[src/rtl/fifo_pkg.sv]
// Shared sizing and pointer helpers for the handshake FIFO and its storage.
package fifo_pkg;

    function automatic int unsigned lvl_width(input int unsigned depth);
        return $clog2(depth + 1);
    endfunction

    function automatic int unsigned ptr_width(input int unsigned entries);
        return (entries > 1) ? $clog2(entries) : 1;
    endfunction

    // Wraps at the last valid entry, so non-power-of-two storage works.
    function automatic int unsigned ptr_inc(input int unsigned ptr, input int unsigned entries);
        return (ptr >= entries - 1) ? 32'd0 : ptr + 32'd1;
    endfunction

endpackage

[src/rtl/fifo_ram.sv]
// Simple dual-port storage, one write and one registered read; read data valid the cycle after the address.
// Write-first on an address collision; no backpressure, control lives in the caller.
module fifo_ram #(
    parameter int DATA_WIDTH = 32,
    parameter int ENTRIES    = 15,
    parameter int AW         = 4
) (
    input  logic                  clk,
    input  logic                  wr_en_i,
    input  logic [AW-1:0]         wr_addr_i,
    input  logic [DATA_WIDTH-1:0] wr_dat_i,
    input  logic [AW-1:0]         rd_addr_i,
    output logic [DATA_WIDTH-1:0] rd_dat_o
);

    logic [DATA_WIDTH-1:0] mem_q [ENTRIES];
    logic [DATA_WIDTH-1:0] rd_dat_q;

    always_ff @(posedge clk) begin
        if (wr_en_i) begin
            mem_q[wr_addr_i] <= wr_dat_i;
        end
        // Forward the word being written so a freshly written head is visible next cycle.
        if (wr_en_i && (wr_addr_i == rd_addr_i)) begin
            rd_dat_q <= wr_dat_i;
        end else begin
            rd_dat_q <= mem_q[rd_addr_i];
        end
    end

    assign rd_dat_o = rd_dat_q;

endmodule

[src/rtl/handshake_fifo.sv]
// Valid/ready FWFT FIFO with a registered head; latency 1, 1 word/cycle; in_ready registered from level.
// Optional synchronous flush port under HANDSHAKE_FIFO_FLUSH_EN.
module handshake_fifo
    import fifo_pkg::*;
#(
    parameter int DATA_WIDTH = 32,
    parameter int DEPTH      = 16,
    parameter int AF_THRESH  = DEPTH - 4,
    parameter int AE_THRESH  = 4
) (
    input  logic                        clk,
    input  logic                        rst,
`ifdef HANDSHAKE_FIFO_FLUSH_EN
    input  logic                        flush,
`endif
    input  logic                        in_valid,
    input  logic [DATA_WIDTH-1:0]       in_data,
    output logic                        in_ready,
    output logic                        out_valid,
    output logic [DATA_WIDTH-1:0]       out_data,
    input  logic                        out_ready,
    output logic [lvl_width(DEPTH)-1:0] level,
    output logic                        full,
    output logic                        empty,
    output logic                        almost_full,
    output logic                        almost_empty
);

    localparam int RAM_N = DEPTH - 1;
    localparam int PW    = ptr_width(RAM_N);
    localparam int LW    = lvl_width(DEPTH);

    logic [PW-1:0]         wr_ptr_q, wr_ptr_d;
    logic [PW-1:0]         rd_ptr_q, rd_ptr_d;
    logic [LW-1:0]         level_q, level_d;
    logic                  out_valid_q, out_valid_d;
    logic [DATA_WIDTH-1:0] out_data_q, out_data_d;
    logic                  in_ready_q;
    logic [DATA_WIDTH-1:0] ram_rd_dat;
    logic                  flush_w;
    logic                  push, pop, ram_empty, load_in, load_ram, ram_wr;

`ifdef HANDSHAKE_FIFO_FLUSH_EN
    assign flush_w = flush;
`else
    assign flush_w = 1'b0;
`endif

    always_comb begin
        push      = in_valid && in_ready_q;
        pop       = out_valid_q && out_ready;
        // The head register always holds the oldest word, so RAM is empty at level <= 1.
        ram_empty = (level_q <= LW'(1));
        load_in   = push && (!out_valid_q || (pop && ram_empty));
        load_ram  = pop && !ram_empty;
        ram_wr    = push && !load_in;

        wr_ptr_d    = wr_ptr_q;
        rd_ptr_d    = rd_ptr_q;
        level_d     = level_q;
        out_valid_d = out_valid_q;
        out_data_d  = out_data_q;

        if (ram_wr) begin
            wr_ptr_d = PW'(ptr_inc(32'(wr_ptr_q), RAM_N));
        end

        if (load_ram) begin
            rd_ptr_d   = PW'(ptr_inc(32'(rd_ptr_q), RAM_N));
            out_data_d = ram_rd_dat;
        end else if (load_in) begin
            out_data_d  = in_data;
            out_valid_d = 1'b1;
        end else if (pop) begin
            out_valid_d = 1'b0;
        end

        if (push && !pop) begin
            level_d = level_q + LW'(1);
        end else if (pop && !push) begin
            level_d = level_q - LW'(1);
        end

        if (flush_w) begin
            wr_ptr_d    = '0;
            rd_ptr_d    = '0;
            level_d     = '0;
            out_valid_d = 1'b0;
        end
    end

    always_ff @(posedge clk) begin
        if (rst) begin
            wr_ptr_q    <= '0;
            rd_ptr_q    <= '0;
            level_q     <= '0;
            out_valid_q <= 1'b0;
            in_ready_q  <= 1'b0;
        end else begin
            wr_ptr_q    <= wr_ptr_d;
            rd_ptr_q    <= rd_ptr_d;
            level_q     <= level_d;
            out_valid_q <= out_valid_d;
            in_ready_q  <= (level_d < LW'(DEPTH));
        end
    end

    always_ff @(posedge clk) begin
        out_data_q <= out_data_d;
    end

    // Read address runs one step ahead so the next head is ready at the pop edge.
    fifo_ram #(
        .DATA_WIDTH (DATA_WIDTH),
        .ENTRIES    (RAM_N),
        .AW         (PW)
    ) u_ram (
        .clk       (clk),
        .wr_en_i   (ram_wr && !flush_w),
        .wr_addr_i (wr_ptr_q),
        .wr_dat_i  (in_data),
        .rd_addr_i (rd_ptr_d),
        .rd_dat_o  (ram_rd_dat)
    );

    assign in_ready     = in_ready_q;
    assign out_valid    = out_valid_q;
    assign out_data     = out_data_q;
    assign level        = level_q;
    assign full         = (level_q == LW'(DEPTH));
    assign empty        = (level_q == '0);
    assign almost_full  = (int'(level_q) >= AF_THRESH);
    assign almost_empty = (int'(level_q) <= AE_THRESH);

endmodule

[config.mk]
export PLATFORM = sky130hd
export DESIGN_NAME = handshake_fifo
export DESIGN_NICKNAME = d
export VERILOG_FILES = /design/src/rtl/fifo_pkg.sv /design/src/rtl/fifo_ram.sv /design/src/rtl/handshake_fifo.sv
export SDC_FILE = /design/constraint.sdc
export NUM_CORES = 1
export LEC_CHECK = 0
export CORE_MARGIN = 2
export CORE_UTILIZATION = 55
export CTS_CLUSTER_SIZE = 20
export DETAILED_ROUTE_END_ITERATION = 7
export DONT_BUFFER_PORTS = 1
export GPL_TIMING_DRIVEN = 0
export PLACE_DENSITY_LB_ADDON = 0.12
export SLEW_MARGIN = 40
export SYNTH_ARGS = -nofsm -noshare
export SYNTH_HDL_FRONTEND = slang
export SYNTH_SLANG_ARGS = --single-unit
[constraint.sdc]
create_clock -name clk -period 9.9 [get_ports clk]
set_clock_uncertainty 0.1 [all_clocks]
set_input_delay 1.485 -clock clk [delete_from_list [all_inputs] [get_ports clk]]
set_output_delay 1.485 -clock clk [all_outputs]
set_load 0.02 [all_outputs]
==> impl_metrics.json <==
{
  "hpwl_um": 31700,
  "synth_fa_ha_area_share_pct": 0.663,
  "nets": 1257,
  "place.gp.congestion": 0.774,
  "cts_made_buffers": 53,
  "maxSlewHeadroom_pct": 36.9,
  "ys_async_sr_fraction_pct": 0,
  "end_kind": "flip-flop",
  "track_usage_pct": 25.8,
  "drt_wl_total_um": 48800,
  "ys.warnings.count": 0,
  "outcome": "completed",
  "grt_pass1_wl_um": 71200,
  "synth_cells": 1105,
  "grt_pass1_vias": 10800,
  "antenna_found_initial": 0,
  "cts_sinks": 531,
  "cts_resized": 0,
  "synth_simple_gate_area_share_pct": 2.72,
  "path_class": "reg -> reg",
  "synth_xor_area_share_pct": 0.0422,
  "insertion_delay_ps": 590,
  "core_area_mm2": 0.0374,
  "path_buf_inv": 6,
  "synth_commonest_cells": "512 x edfxtp_1, 96 x mux2i_1, 82 x nand2_1",
  "grt_overflow": 0,
  "dr_total_vias": 10800,
  "syn_area_mm2": 0.0208,
  "ys_seq_area_share_pct": 75.8,
  "syn2layout_area_growth_pct": 14.9,
  "crit_arrival_ps": 3980,
  "synth_seq_cells": 531,
  "cp_common_cell": "buf_4",
  "dr.pass1.iters": 5,
  "start_kind": "flip-flop",
  "port_buffers": 0,
  "post-cts-setup-buffer-count": 0,
  "synth_cell_types": 51,
  "synth_mux_area_share_pct": 11.6,
  "yosysMostFrequentCell": "edfxtp_1",
  "clk_pin_slew_worst_paths_ps": 60,
  "min_path_type": "reg -> reg",
  "cpPeakStageDelay_ps": 660,
  "place_ws_ps": 5720,
  "layout-drive-gt1-share_pct": 20.6,
  "synth_top_area_share_pct": 74.0,
  "worstMarginPinSlew_ps": 946,
  "rows": 71,
  "hold_buffers": 0,
  "cpLargestDelayFamily": "buffers and inverters",
  "cts.path.max_buffers": 3,
  "drtIter0Drc": 972,
  "rsz0062_at_grt": "false",
  "ir_drop_mv": 0.143,
  "fin_ws_ps": 6090,
  "dieHeight_um": 198,
  "dieArea_mm2": 0.0393,
  "synth_top_family_by_area": "multiplexers",
  "fmax_ghz": 0.263,
  "route.detailed.drc": 0,
  "critPathRequiredTime_ps": 10080,
  "maxSlewViolCount": 0,
  "fin_setup_tns_ps": 0,
  "antenna_cells": 0,
  "synth_edf_count": 512,
  "grt_max_degree": 18,
  "period_share_pct": 38.5,
  "htreeDepth": 2,
  "path_cells": "inv_1 > ha_1 > o21bai_2 > a311oi_2 > buf_4 > nand2_1 > nor3_2 > buf_6 > buf_4 > buf_4 > buf_2",
  "avgSynthCellArea_um2": 18.8,
  "wl_per_cell_um": 27.7,
  "leakagePower_uw": 0.00744,
  "period_needed_ps": 3810,
  "synth_compound_area_share_pct": 6.72,
  "cts_tree": "built",
  "finalHoldViolCount": 0,
  "ios": 79,
  "start_util_pct": 55.5,
  "antenna_left": 0,
  "die_w_um": 198,
  "drv_cap": 0,
  "vias_per_cell": 6.14,
  "path_max_fanout": 10,
  "setup_viol": 0,
  "yosysTopAreaCell": "edfxtp_1",
  "finalPower_uw": 4470,
  "synthFlopType": "edfxtp_1",
  "power.density_mw_per_mm2": 187,
  "cts_root_buffer": "clkbuf_16",
  "slowest_stage": "dfxtp_1",
  "syn-num-nets": 1152,
  "ys_top_cells_by_area": "edfxtp_1 74%, mux4_2 6.7%, mux2i_1 4.6%, dfxtp_1 1.8%, nand2_1 1.5%",
  "fin_util_pct": 63.8
}
[stage by stage]
stage / hold WS, ps / area, um^2 / cells
after CTS: 431 / 23900 / 1760
after detailed placement: 422 / 22300 / 1666
after floorplan: 380 / 20800 / 1105
final: 440 / 23900 / 1760
after global placement: 413 / 21400 / 1616
after global routing: 483 / 23900 / 1760
[layout by cell type, fill, tap and decap left out, drive strengths merged, types with 19 or more instances in the layout]
| cell type | synthesis | final |
|---|---|---|
| o21ai | 34 | 34 |
| clkbuf | 20 | 92 |
| nand2 | 82 | 82 |
| a21oi | 46 | 46 |
| edfxtp | 512 | 512 |
| o22ai | 33 | 33 |
| o31ai | 32 | 32 |
| dfxtp | 19 | 19 |
| buf | 45 | 95 |
| mux2i | 96 | 96 |
| o221ai | 33 | 33 |
| mux4 | 64 | 64 |
[final cells by class]
class | instances | area [um^2]
clock buffer | 72 | 1400
timing repair buffer | 50 | 764
sequential | 531 | 15800
clock inverter | 22 | 176
fill | 2591 | 13500
multi-input combinational | 498 | 4630
tap | 511 | 639
buffer | 65 | 462
inverter | 11 | 41.3
[sequential cells by signal, indices dropped and copies added (netlist names), named ones only]
signal,count
in_ready,1
level,5
out_data,32
out_valid,1
rd_ptr_q,4
u_ram.mem_q,480
wr_ptr_q,4
[worst paths after layout]
path                     from                  to  slack [ps]  cells after the start
hold reg to reg   rd_ptr_q[0]           flip-flop         440                      2
setup / recovery     level[1]  u_ram.mem_q[0][18]        6090                     11
setup reg to reg     level[1]  u_ram.mem_q[0][18]        6090                     11
hold / removal    rd_ptr_q[0]           flip-flop         440                      2
[worst register-to-register path, stage by stage, from the launching register on]
cell	delay, ps
dfxtp_1	660
inv_1	180
ha_1	210
o21bai_2	220
a311oi_2	340
buf_4	230
nand2_1	240
nor3_2	500
buf_6	220
buf_4	180
buf_4	180
buf_2	240
[logic make-up after synthesis]
logic type | after synthesis
compound gates | 197
buf+inv | 76
flops | 531
simple gates | 129
xor+xnor | 1
fa+ha+maj | 11
mux | 160
[power breakdown]
part           switching (uW)  total (uW)  internal [uW]
Sequential               20.3        2500           2480
Combinational            65.1         116           50.5
Clock                     795        1850           1060
[layer usage]
layer	part of all wire, %	up-vias	GRT usage [%]
met2	48	411	41.9
met5	0	-	0
li1	-	4705	-
met3	6.5	90	4.46
met1	42	5593	35.6
met4	2.8	0	8.97
(Power assumes the default switching activity.)
